`src/rtl/read_src_fsm_if.sv`:
```
// AXI read-channel bundle (AR + R) between the source-read stage and memory.
// master: DMA side drives AR and rready; slave: memory side drives R.
interface read_src_fsm_if #(
  parameter int DATA_W = 512,
  parameter int ADDR_W = 64
);
  logic              arvalid;
  logic              arready;
  logic [ADDR_W-1:0] araddr;
  logic [7:0]        arlen;
  logic [2:0]        arsize;
  logic [1:0]        arburst;
  logic              rvalid;
  logic              rready;
  logic [DATA_W-1:0] rdata;
  logic [1:0]        rresp;
  logic              rlast;

  modport master (
    output arvalid, araddr, arlen, arsize, arburst, rready,
    input  arready, rvalid, rdata, rresp, rlast
  );

  modport slave (
    input  arvalid, araddr, arlen, arsize, arburst, rready,
    output arready, rvalid, rdata, rresp, rlast
  );
endinterface

```
`src/rtl/read_src_fsm.sv`:
```
// Source-read stage: one INCR read burst per descriptor, beats pushed to FIFO.
// Ports: clk/reset_n, descriptor in, AXI read master (axi), FIFO push, status/perf.
module read_src_fsm #(
  parameter int DATA_W      = 512,
  parameter int ADDR_W      = 64,
  parameter int LENGTH_W    = 24,
  parameter int PERF_CNTR_W = 64
) (
  input  logic                   clk,
  input  logic                   reset_n,
  input  logic                   descriptor_fifo_not_empty,
  input  logic                   desc_go,
  input  logic [ADDR_W-1:0]      desc_src_addr,
  input  logic [LENGTH_W-1:0]    desc_length,
  input  logic                   csr_reset_dispatcher,
  read_src_fsm_if.master         axi,
  input  logic                   fifo_full,
  output logic                   fifo_wr_en,
  output logic [DATA_W-1:0]      fifo_wr_data,
  output logic                   rd_fsm_done,
  output logic [4:0]             rd_state,
  output logic                   busy,
  output logic                   stopped_on_error,
  output logic                   rd_rsp_err,
  output logic [PERF_CNTR_W-1:0] rd_clk_cnt,
  output logic [PERF_CNTR_W-1:0] rd_valid_cnt
);

  localparam logic [2:0] SIZE = 3'($clog2(DATA_W / 8));

  typedef enum logic [4:0] {
    IDLE           = 5'b00001,
    ADDR_SETUP     = 5'b00010,
    RD_SRC_WR_FIFO = 5'b00100,
    DONE           = 5'b01000,
    ERROR          = 5'b10000
  } state_t;

  state_t state_q, state_d;

  logic [ADDR_W-1:0] addr_q;
  logic [7:0]        arlen_q;
  logic [7:0]        beat_q;
  logic              arvalid_q;

  logic start;
  logic len_ok;
  logic beat;
  logic rsp_ok;
  logic last_beat;

  assign start = desc_go & descriptor_fifo_not_empty;

  // Legal burst lengths are 1..256 beats.
  assign len_ok = (desc_length != '0) &&
                  (desc_length <= LENGTH_W'(256));

  assign rsp_ok    = (axi.rresp == 2'b00);
  assign last_beat = (beat_q == arlen_q);

  always_comb begin
    state_d    = state_q;
    axi.rready = 1'b0;
    beat       = 1'b0;
    fifo_wr_en = 1'b0;
    unique case (1'b1)
      state_q[0]: begin
        if (start)
          state_d = len_ok ? ADDR_SETUP : ERROR;
      end
      state_q[1]: begin
        if (arvalid_q && axi.arready)
          state_d = RD_SRC_WR_FIFO;
      end
      state_q[2]: begin
        axi.rready = ~fifo_full;
        beat       = axi.rvalid & ~fifo_full;
        fifo_wr_en = beat & rsp_ok;
        if (beat) begin
          if (!rsp_ok)
            state_d = ERROR;
          else if (axi.rlast != last_beat)
            state_d = ERROR;
          else if (last_beat)
            state_d = DONE;
        end
      end
      state_q[3]: begin
        state_d = IDLE;
      end
      state_q[4]: begin
        // Swallow whatever the source still has in flight.
        axi.rready = 1'b1;
        if (csr_reset_dispatcher)
          state_d = IDLE;
      end
      default: begin
        state_d = IDLE;
      end
    endcase
  end

  always_ff @(posedge clk or negedge reset_n) begin
    if (!reset_n) begin
      state_q      <= IDLE;
      addr_q       <= '0;
      arlen_q      <= '0;
      beat_q       <= '0;
      arvalid_q    <= 1'b0;
      busy         <= 1'b0;
      rd_rsp_err   <= 1'b0;
      rd_clk_cnt   <= '0;
      rd_valid_cnt <= '0;
    end else begin
      state_q   <= state_d;
      arvalid_q <= (state_d == ADDR_SETUP);
      unique case (1'b1)
        state_q[0]: begin
          if (start) begin
            addr_q       <= desc_src_addr;
            arlen_q      <= desc_length[7:0] - 8'd1;
            beat_q       <= '0;
            busy         <= 1'b1;
            rd_clk_cnt   <= '0;
            rd_valid_cnt <= '0;
          end
        end
        state_q[2]: begin
          rd_clk_cnt <= rd_clk_cnt + 1'b1;
          if (beat) begin
            beat_q       <= beat_q + 8'd1;
            rd_valid_cnt <= rd_valid_cnt + 1'b1;
            if (!rsp_ok)
              rd_rsp_err <= 1'b1;
          end
        end
        state_q[3]: begin
          busy <= 1'b0;
        end
        state_q[4]: begin
          if (csr_reset_dispatcher) begin
            busy       <= 1'b0;
            rd_rsp_err <= 1'b0;
          end
        end
        default: begin
        end
      endcase
    end
  end

  assign axi.arvalid      = arvalid_q;
  assign axi.araddr       = addr_q;
  assign axi.arlen        = arlen_q;
  assign axi.arsize       = SIZE;
  assign axi.arburst      = 2'b01;
  assign fifo_wr_data     = axi.rdata;
  assign rd_fsm_done      = (state_q == DONE);
  assign stopped_on_error = (state_q == ERROR);
  assign rd_state         = state_q;

endmodule

```
`src/flat_wrapper.sv`:
```
// flat-port wrapper written by rule: the top's interface ports become plain ports
module read_src_fsm_flat 
#(
  parameter int DATA_W      = 512,
  parameter int ADDR_W      = 64,
  parameter int LENGTH_W    = 24,
  parameter int PERF_CNTR_W = 64
)
  (clk, reset_n, descriptor_fifo_not_empty, desc_go, desc_src_addr, desc_length, csr_reset_dispatcher, fifo_full, fifo_wr_en, fifo_wr_data, rd_fsm_done, rd_state, busy, stopped_on_error, rd_rsp_err, rd_clk_cnt, rd_valid_cnt, axi_arvalid, axi_araddr, axi_arlen, axi_arsize, axi_arburst, axi_rready, axi_arready, axi_rvalid, axi_rdata, axi_rresp, axi_rlast);
  read_src_fsm_if #(.DATA_W(DATA_W), .ADDR_W(ADDR_W)) axi_i ();
  input  logic clk;
  input  logic reset_n;
  input  logic descriptor_fifo_not_empty;
  input  logic desc_go;
  input  logic [ADDR_W-1:0] desc_src_addr;
  input  logic [LENGTH_W-1:0] desc_length;
  input  logic csr_reset_dispatcher;
  input  logic fifo_full;
  output logic fifo_wr_en;
  output logic [DATA_W-1:0] fifo_wr_data;
  output logic rd_fsm_done;
  output logic [4:0] rd_state;
  output logic busy;
  output logic stopped_on_error;
  output logic rd_rsp_err;
  output logic [PERF_CNTR_W-1:0] rd_clk_cnt;
  output logic [PERF_CNTR_W-1:0] rd_valid_cnt;
  output wire logic [$bits(axi_i.arvalid)-1:0] axi_arvalid;
  output wire logic [$bits(axi_i.araddr)-1:0] axi_araddr;
  output wire logic [$bits(axi_i.arlen)-1:0] axi_arlen;
  output wire logic [$bits(axi_i.arsize)-1:0] axi_arsize;
  output wire logic [$bits(axi_i.arburst)-1:0] axi_arburst;
  output wire logic [$bits(axi_i.rready)-1:0] axi_rready;
  input wire logic [$bits(axi_i.arready)-1:0] axi_arready;
  input wire logic [$bits(axi_i.rvalid)-1:0] axi_rvalid;
  input wire logic [$bits(axi_i.rdata)-1:0] axi_rdata;
  input wire logic [$bits(axi_i.rresp)-1:0] axi_rresp;
  input wire logic [$bits(axi_i.rlast)-1:0] axi_rlast;
  assign axi_arvalid = axi_i.arvalid;
  assign axi_araddr = axi_i.araddr;
  assign axi_arlen = axi_i.arlen;
  assign axi_arsize = axi_i.arsize;
  assign axi_arburst = axi_i.arburst;
  assign axi_rready = axi_i.rready;
  assign axi_i.arready = axi_arready;
  assign axi_i.rvalid = axi_rvalid;
  assign axi_i.rdata = axi_rdata;
  assign axi_i.rresp = axi_rresp;
  assign axi_i.rlast = axi_rlast;
  read_src_fsm #(.DATA_W(DATA_W), .ADDR_W(ADDR_W), .LENGTH_W(LENGTH_W), .PERF_CNTR_W(PERF_CNTR_W)) u_core (.clk(clk), .reset_n(reset_n), .descriptor_fifo_not_empty(descriptor_fifo_not_empty), .desc_go(desc_go), .desc_src_addr(desc_src_addr), .desc_length(desc_length), .csr_reset_dispatcher(csr_reset_dispatcher), .axi(axi_i), .fifo_full(fifo_full), .fifo_wr_en(fifo_wr_en), .fifo_wr_data(fifo_wr_data), .rd_fsm_done(rd_fsm_done), .rd_state(rd_state), .busy(busy), .stopped_on_error(stopped_on_error), .rd_rsp_err(rd_rsp_err), .rd_clk_cnt(rd_clk_cnt), .rd_valid_cnt(rd_valid_cnt));
endmodule
```
`config.mk`:
```
export PLATFORM = sky130hd
export DESIGN_NAME = read_src_fsm_flat
export DESIGN_NICKNAME = d
export VERILOG_FILES = /design/src/rtl/read_src_fsm_if.sv /design/src/rtl/read_src_fsm.sv /design/src/flat_wrapper.sv
export SDC_FILE = /design/constraint.sdc
export NUM_CORES = 1
export LEC_CHECK = 0
export BUFFER_PORTS_ARGS = -buffer_cell sky130_fd_sc_hd__buf_2
export CAP_MARGIN = 20
export CORE_AREA = 2 2 528 530
export CTS_BUF_LIST = sky130_fd_sc_hd__clkbuf_8
export DETAILED_ROUTE_END_ITERATION = 6
export DIE_AREA = 0 0 530 532
export SLEW_MARGIN = 20
export SYNTH_ARGS = -nofsm -noshare
export SYNTH_HDL_FRONTEND = slang
export SYNTH_SLANG_ARGS = --single-unit
```
`constraint.sdc`:
```
create_clock -name clk -period 3.28 [get_ports clk]
set_input_delay 0.328 -clock clk [delete_from_list [all_inputs] [get_ports clk]]
set_output_delay 0.328 -clock clk [all_outputs]
set_load 0.02 [all_outputs]
```
Word-level counts from Yosys, hierarchy flattened
Cells that the tools add are included.
{ "word_totals": {"reg_bits": 216, "latch_bits": 0, "ram_bits": 0, "rom_bits": 0, "in_bits": 611, "output_inout_bits": 729, "memories": 0} }
{ "classes": {"n_addsub": 4, "n_mul": 0, "div_mod_pow": 0, "order_cmp": 1, "n_eq_ne": 9, "n_shift": 0, "muxes": 25, "n_bitwise": 4, "reduce_logical": 12} }
{ "ops": {"columns": ["cell", "n"], "rows": [
  ["case mux 64 bit (2 select lines)", 2],
  ["adder 64 x 1 -> 64 bit (second input constant)", 2],
  ["2-to-1 mux 64 bit", 2],
  ["2-to-1 mux 5 bit", 6],
  ["less-or-equal comparator 24 x 9 -> 1 bit (second input constant)", 1],
  ["nonzero test 24 bit", 1],
  ["case mux 5 bit (4 select lines)", 1],
  ["2-to-1 mux 8 bit", 2],
  ["case mux 8 bit (2 select lines)", 1],
  ["adder 8 x 1 -> 8 bit (second input constant)", 1],
  ["== test 8 bit", 1],
  ["2-to-1 mux 4 bit", 2],
  ["!= test 2 bit (second input constant)", 4],
  ["subtractor 8 x 1 -> 8 bit (second input constant)", 1],
  ["2-to-1 mux 1 bit", 6],
  ["AND reduction 3 bit", 2],
  ["== test 5 x 2 -> 1 bit (second input constant)", 1],
  ["== test 5 x 4 -> 1 bit (second input constant)", 1],
  ["== test 5 bit (second input constant)", 1],
  ["case mux 1 bit (2 select lines)", 2],
  ["AND reduction 2 bit", 2],
  ["AND reduction 4 bit", 1],
  ["nonzero test 2 bit", 2],
  ["AND 1 bit", 3],
  ["6 further kinds", 7]
]} }

Depth between registers and ports, before layout
{ "depth": {"ltp_word": 7, "mapped_depth": 9, "depth_no_buf": 9} }

Worst setup path before layout
OpenSTA, ideal clock, no wires.
{ "synth_timing": {"path_kind": "register to register", "startpoint": "reg u_core.rd_valid_cnt[17]", "endpoint": "reg u_core.rd_valid_cnt[61]", "setup_time_ps": 78, "arrival_time_ps": 2242, "t_required_ps": 3202, "slack_ps": 960, "path_stages_with_launch": 6, "n_path_buf": 0, "synth_period_minus_slack_ps": 2320, "cell_sequence": "dfrtp_1 nand4_4 or3_4 or4_4 or4_1 a21oi_1"} }
{ "synth_between": {"elab_chain_cells": 3} }
{ "synth_lines": {"columns": ["element", "line_no", "source"], "rows": [
  ["from (decl)", "read_src_fsm.sv:26", "output logic [PERF_CNTR_W-1:0] rd_valid_cnt"],
  ["from (signal assigned)", "read_src_fsm.sv:132", "rd_valid_cnt <= rd_valid_cnt + 1'b1;"],
  ["adder 64 x 1 -> 64 bit", "read_src_fsm.sv:132", null],
  ["2-to-1 mux 64 bit", "read_src_fsm.sv:130", "if (beat) begin"],
  ["case mux 64 bit (2 select lines)", "read_src_fsm.sv:117", "unique case (1'b1)"]
]} }
No other way between the ends. The select of a mux whose other input is x is not followed.
A chain may end at the register's enable or synchronous reset.

Worst setup path in the final report
{ "layout_timing": {"startpoint": "reg u_core.arlen_q[7] (netlist: u_core.axi.arlen[7])", "endpoint": "reg u_core.arvalid_q (netlist: u_core.axi.arvalid)"} }
{ "layout_between": {"elab_chain_cells": 7, "word_cells_on_any_way": 8, "cone_classes": "eq/ne (3); mux (5)"} }
{ "layout_lines": {"columns": ["element", "line_no", "source"], "rows": [
  ["from (decl)", "read_src_fsm.sv:42", "logic [7:0] arlen_q;"],
  ["from (signal assigned)", "read_src_fsm.sv:121", "arlen_q <= desc_length[7:0] - 8'd1;"],
  ["== test 8 bit (*)", "read_src_fsm.sv:59", "assign last_beat = (beat_q == arlen_q);"],
  ["2-to-1 mux 4 bit / != test 1 bit (equally long branches)", "read_src_fsm.sv:84, read_src_fsm.sv:82", null],
  ["2-to-1 mux 5 bit (*)", "read_src_fsm.sv:82", "else if (axi.rlast != last_beat)"],
  ["2-to-1 mux 5 bit (*)", "read_src_fsm.sv:80", "if (!rsp_ok)"],
  ["2-to-1 mux 5 bit (*)", "read_src_fsm.sv:79", "if (beat) begin"],
  ["case mux 5 bit (4 select lines) (*)", "read_src_fsm.sv:66", "unique case (1'b1)"],
  ["via u_core.state_d[3]", "read_src_fsm.sv:39", "state_t state_q, state_d;"],
  ["== test 5 x 2 -> 1 bit (*)", "read_src_fsm.sv:116", "arvalid_q <= (state_d == ADDR_SETUP);"],
  ["to (signal assigned)", "read_src_fsm.sv:116", null],
  ["to (decl)", "read_src_fsm.sv:44", "logic arvalid_q;"]
]} }
The timed path passes the listed nets; every way through them passes the cells marked *.

==> reports/summary.txt <==
======================================================================================
1st-iter DRT viols                                                                 835
Period Utilization, post-route                                                   0.958
Measured slew at the worst slew-check pin                                     0.763 ns
Total setup violations reported at the end of the flow                               0
Count of boundary I/O pins                                                        1340
Number of buffers inserted by port buffering                                       310
Number of global-route vias before repair                                        11500
Proportion of synthesized flip-flops having asynchronous set or reset             1.00
Max H-tree Level                                                                     2
Count of antenna-violating nets left after detailed routing                          0
Most common cell after layout, fill and taps aside                        sky130_fd_sc_hd__buf_2
Row cnt                                                                            193
Synthesis warning total                                                              0
Number of antenna violations at the first check in global routing                   17
Total power after layout                                                       8.83 mW
Unique masters post-synth                                                           52
Drt pass-1 iters                                                                     5
Global-route total usage across every layer                                      0.111
Worst endpoint required time                                                   3.88 ns
Routed Wire Length                                                           163000 µm
Type of the worst setup path                                              flop to flop
Post-layout nets                                                                  2237
Worst IR Drop VDD                                                             0.301 mV
Setup repair after global routing missed its margin                                 no
Share of cells above drive strength 1                                            0.264
Clock latency reported for the late side of the worst-skew pair                0.78 ns
Signal arrival time at the worst endpoint                                      3.74 ns
Outcome                                                                   finished, final reports clean
Via count                                                                        12100
Start of the worst register-to-register path                              u_core.axi.arlen[7]$_DFFE_PN0P_
Number of filler instances in the final layout                                   32600
Setup Total Neg Slack                                                             0 ns
Worst hold path type                                                      primary input to asynchronous set/reset pin
Wire length of the first global-routing pass                                 187000 µm
Type of element launching the critical path                                       flop
Leftover overflow at the end of global routing                                       0
Capturing element type of the critical path                                       flop
Timing-limited maximum frequency                                               318 MHz
Worst-case headroom to the max-slew limit                                        0.484
Routability-driven placement congestion ratio                                    0.947
Area Overhead vs Synth                                                           30.2%
Number of remaining DRC errors                                                       0
Pin count of the biggest net entering global routing                                67
Clock slew at the register clock pins of the worst setup and hold paths        0.06 ns
Mapped Avg Cell Area                                                          8.50 µm²
Critical-path maximum fanout                                                         3
Seq/Total Area, Yosys                                                            0.371
Area enclosed by the die boundary                                            0.282 mm²
Gate count of the mapped netlist                                                  1716
Die Wd                                                                          530 µm
Placeable core area                                                          0.276 mm²
Number of failing hold endpoints at the final stage                                  0
Number of clock buffers inserted by TritonCTS                                       47
HPWL reported at the end of detailed placement                               147000 µm
Total count of max-transition violations in the final report                         0
Via/cell ratio                                                                    2.26
Number of synthesized register bits                                                216
Minimum clock period after layout                                              3.14 ns
Static Leak                                                                    7.27 nW
Timing startpoint of the critical path                                    u_core.axi.arlen[7]$_DFFE_PN0P_
Starting Density                                                                0.0529
Clock sink total                                                                   216
Combined area of all synthesized cells                                      0.0146 mm²
Total setup buffers inserted after CTS                                               0
Average wire per cell in the routed design                                     30.3 µm
Area of combinational cells with multiple inputs                           0.00506 mm²
Sequential standard cell area                                              0.00541 mm²
Root buf cell                                                             sky130_fd_sc_hd__clkbuf_8
Clk_skew                                                                     0.0575 ns
Leading cell types in the layout, fill and taps excluded                  sky130_fd_sc_hd__buf_2 (309), sky130_fd_sc_hd__nand2_1 (267), sky130_fd_sc_hd__dfrtp_1 (215)
Primary flip-flop cell chosen by synthesis mapping                        sky130_fd_sc_hd__dfrtp_1
Post-synth EDFFs                                                                     0
PwrDens                                                                     465 mW/mm²
TritonCTS clock tree                                                              done
Number of max-capacitance violations reported                                        0
Die height                                                                      532 µm
Max Root-Sink Buffers                                                                3
======================================================================================
worst paths after layout:
kind | end | slack [ns] | cells after the start
min in group clk | u_core.rd_state[3]$_DFF_PN0_ | 0.20 | 5
min reg2reg | u_core.axi.araddr[7]$_DFFE_PN0P_ | 0.47 | 2
max in group asynchronous | u_core.axi.araddr[24]$_DFFE_PN0P_ | 2.16 | 3
max reg2reg | u_core.axi.arvalid$_DFF_PN0_ | 0.14 | 9
min | u_core.axi.araddr[6]$_DFFE_PN0P_ | 0.13 | 2
max | u_core.axi.arvalid$_DFF_PN0_ | 0.14 | 9
Yosys cell counts, drive strengths merged, types with 26 or more instances:
cell type / n / area share
or4: 49 / 0.026
dfrtp: 215 / 0.37
and3: 26 / 0.011
buf: 530 / 0.27
clkbuf: 49 / 0.013
xor2: 53 / 0.032
o21ai: 51 / 0.017
nand2: 268 / 0.069
nor2: 71 / 0.018
o31ai: 45 / 0.023
nand3: 53 / 0.018
nand4: 64 / 0.028
or3: 37 / 0.016
a21oi: 80 / 0.027
state kept, by name (all words and copies together) (netlist names):
register and flops:
u_core.axi.araddr 64, u_core.rd_clk_cnt 64, u_core.rd_valid_cnt 64, u_core.axi.arlen 8, u_core.beat_q 8, u_core.rd_state 5, u_core.axi.arvalid 1, u_core.busy 1
u_core.rd_rsp_err 1
where the power goes:
part | internal [mW] | total, mW | switching [mW]
Sequential | 3.03 | 3.27 | 0.240
Clock | 1.88 | 3.49 | 1.60
Combinational | 0.631 | 2.07 | 1.44
Total | 5.54 | 8.83 | 3.28
worst max-delay path, stage by stage (launching register included):
cell	delay [ns]
sky130_fd_sc_hd__dfrtp_1	0.40
sky130_fd_sc_hd__xor2_1	0.18
sky130_fd_sc_hd__nor4_2	0.30
sky130_fd_sc_hd__nand2_1	0.15
sky130_fd_sc_hd__buf_4	0.21
sky130_fd_sc_hd__ha_1	0.29
sky130_fd_sc_hd__or3_1	0.39
sky130_fd_sc_hd__dlygate4sd3_1	0.58
sky130_fd_sc_hd__o31ai_1	0.32
sky130_fd_sc_hd__nor4b_1	0.10
cells by family after synthesis:
family / count (synthesis) / share of synthesized area
xor+xnor: 61 / 0.0366
other cells: 2 / 0.000515
flops: 216 / 0.371
simple gates: 636 / 0.219
compound gates: 195 / 0.0795
mux: 3 / 0.00206
fa+ha+maj: 6 / 0.00514
buf+inv: 597 / 0.287
per-stage QoR:
stage | utilization | cell area (µm²) | std cells | setup slack [ns] | hold slack, ns
after CTS | 0.0688 | 19000 | 5361 | 0.0481 | 0.00773
after detailed placement | 0.0618 | 17000 | 5186 | 0.661 | 0.328
after floorplan | - | 14600 | 1719 | 0.960 | 0.0324
after global routing | 0.0688 | 19000 | 5363 | 0.00215 | 0.0879
after global placement | 0.0618 | 17000 | 5186 | 0.665 | 0.332
final | 0.0689 | 19000 | 5367 | 0.137 | 0.134
metal layers:
layer,global-route usage,routed length (µm),up-vias
met5,0.00650,355,-
met1,0.0527,26900,5400
met4,0.0830,14000,16
li1,-,-,5142
met3,0.199,62700,439
met2,0.140,58600,1143
final cells by class:
type | count | share of cell area
sequential | 216 | 0.285
multi-input combinational | 906 | 0.267
tap | 3705 | 0.244
timing repair buffer | 431 | 0.146
clock buffer | 60 | 0.0435
clock inverter | 25 | 0.0111
inverter | 18 | 0.00356
antenna | 6 | 0.000790
timing repair:
action	CTS	global route
hold buffers	90	0
gates resized for setup	0	1
setup endpoints to repair	0	1
hold endpoints to repair	185	0
Power figures use the tool's default switching activity.
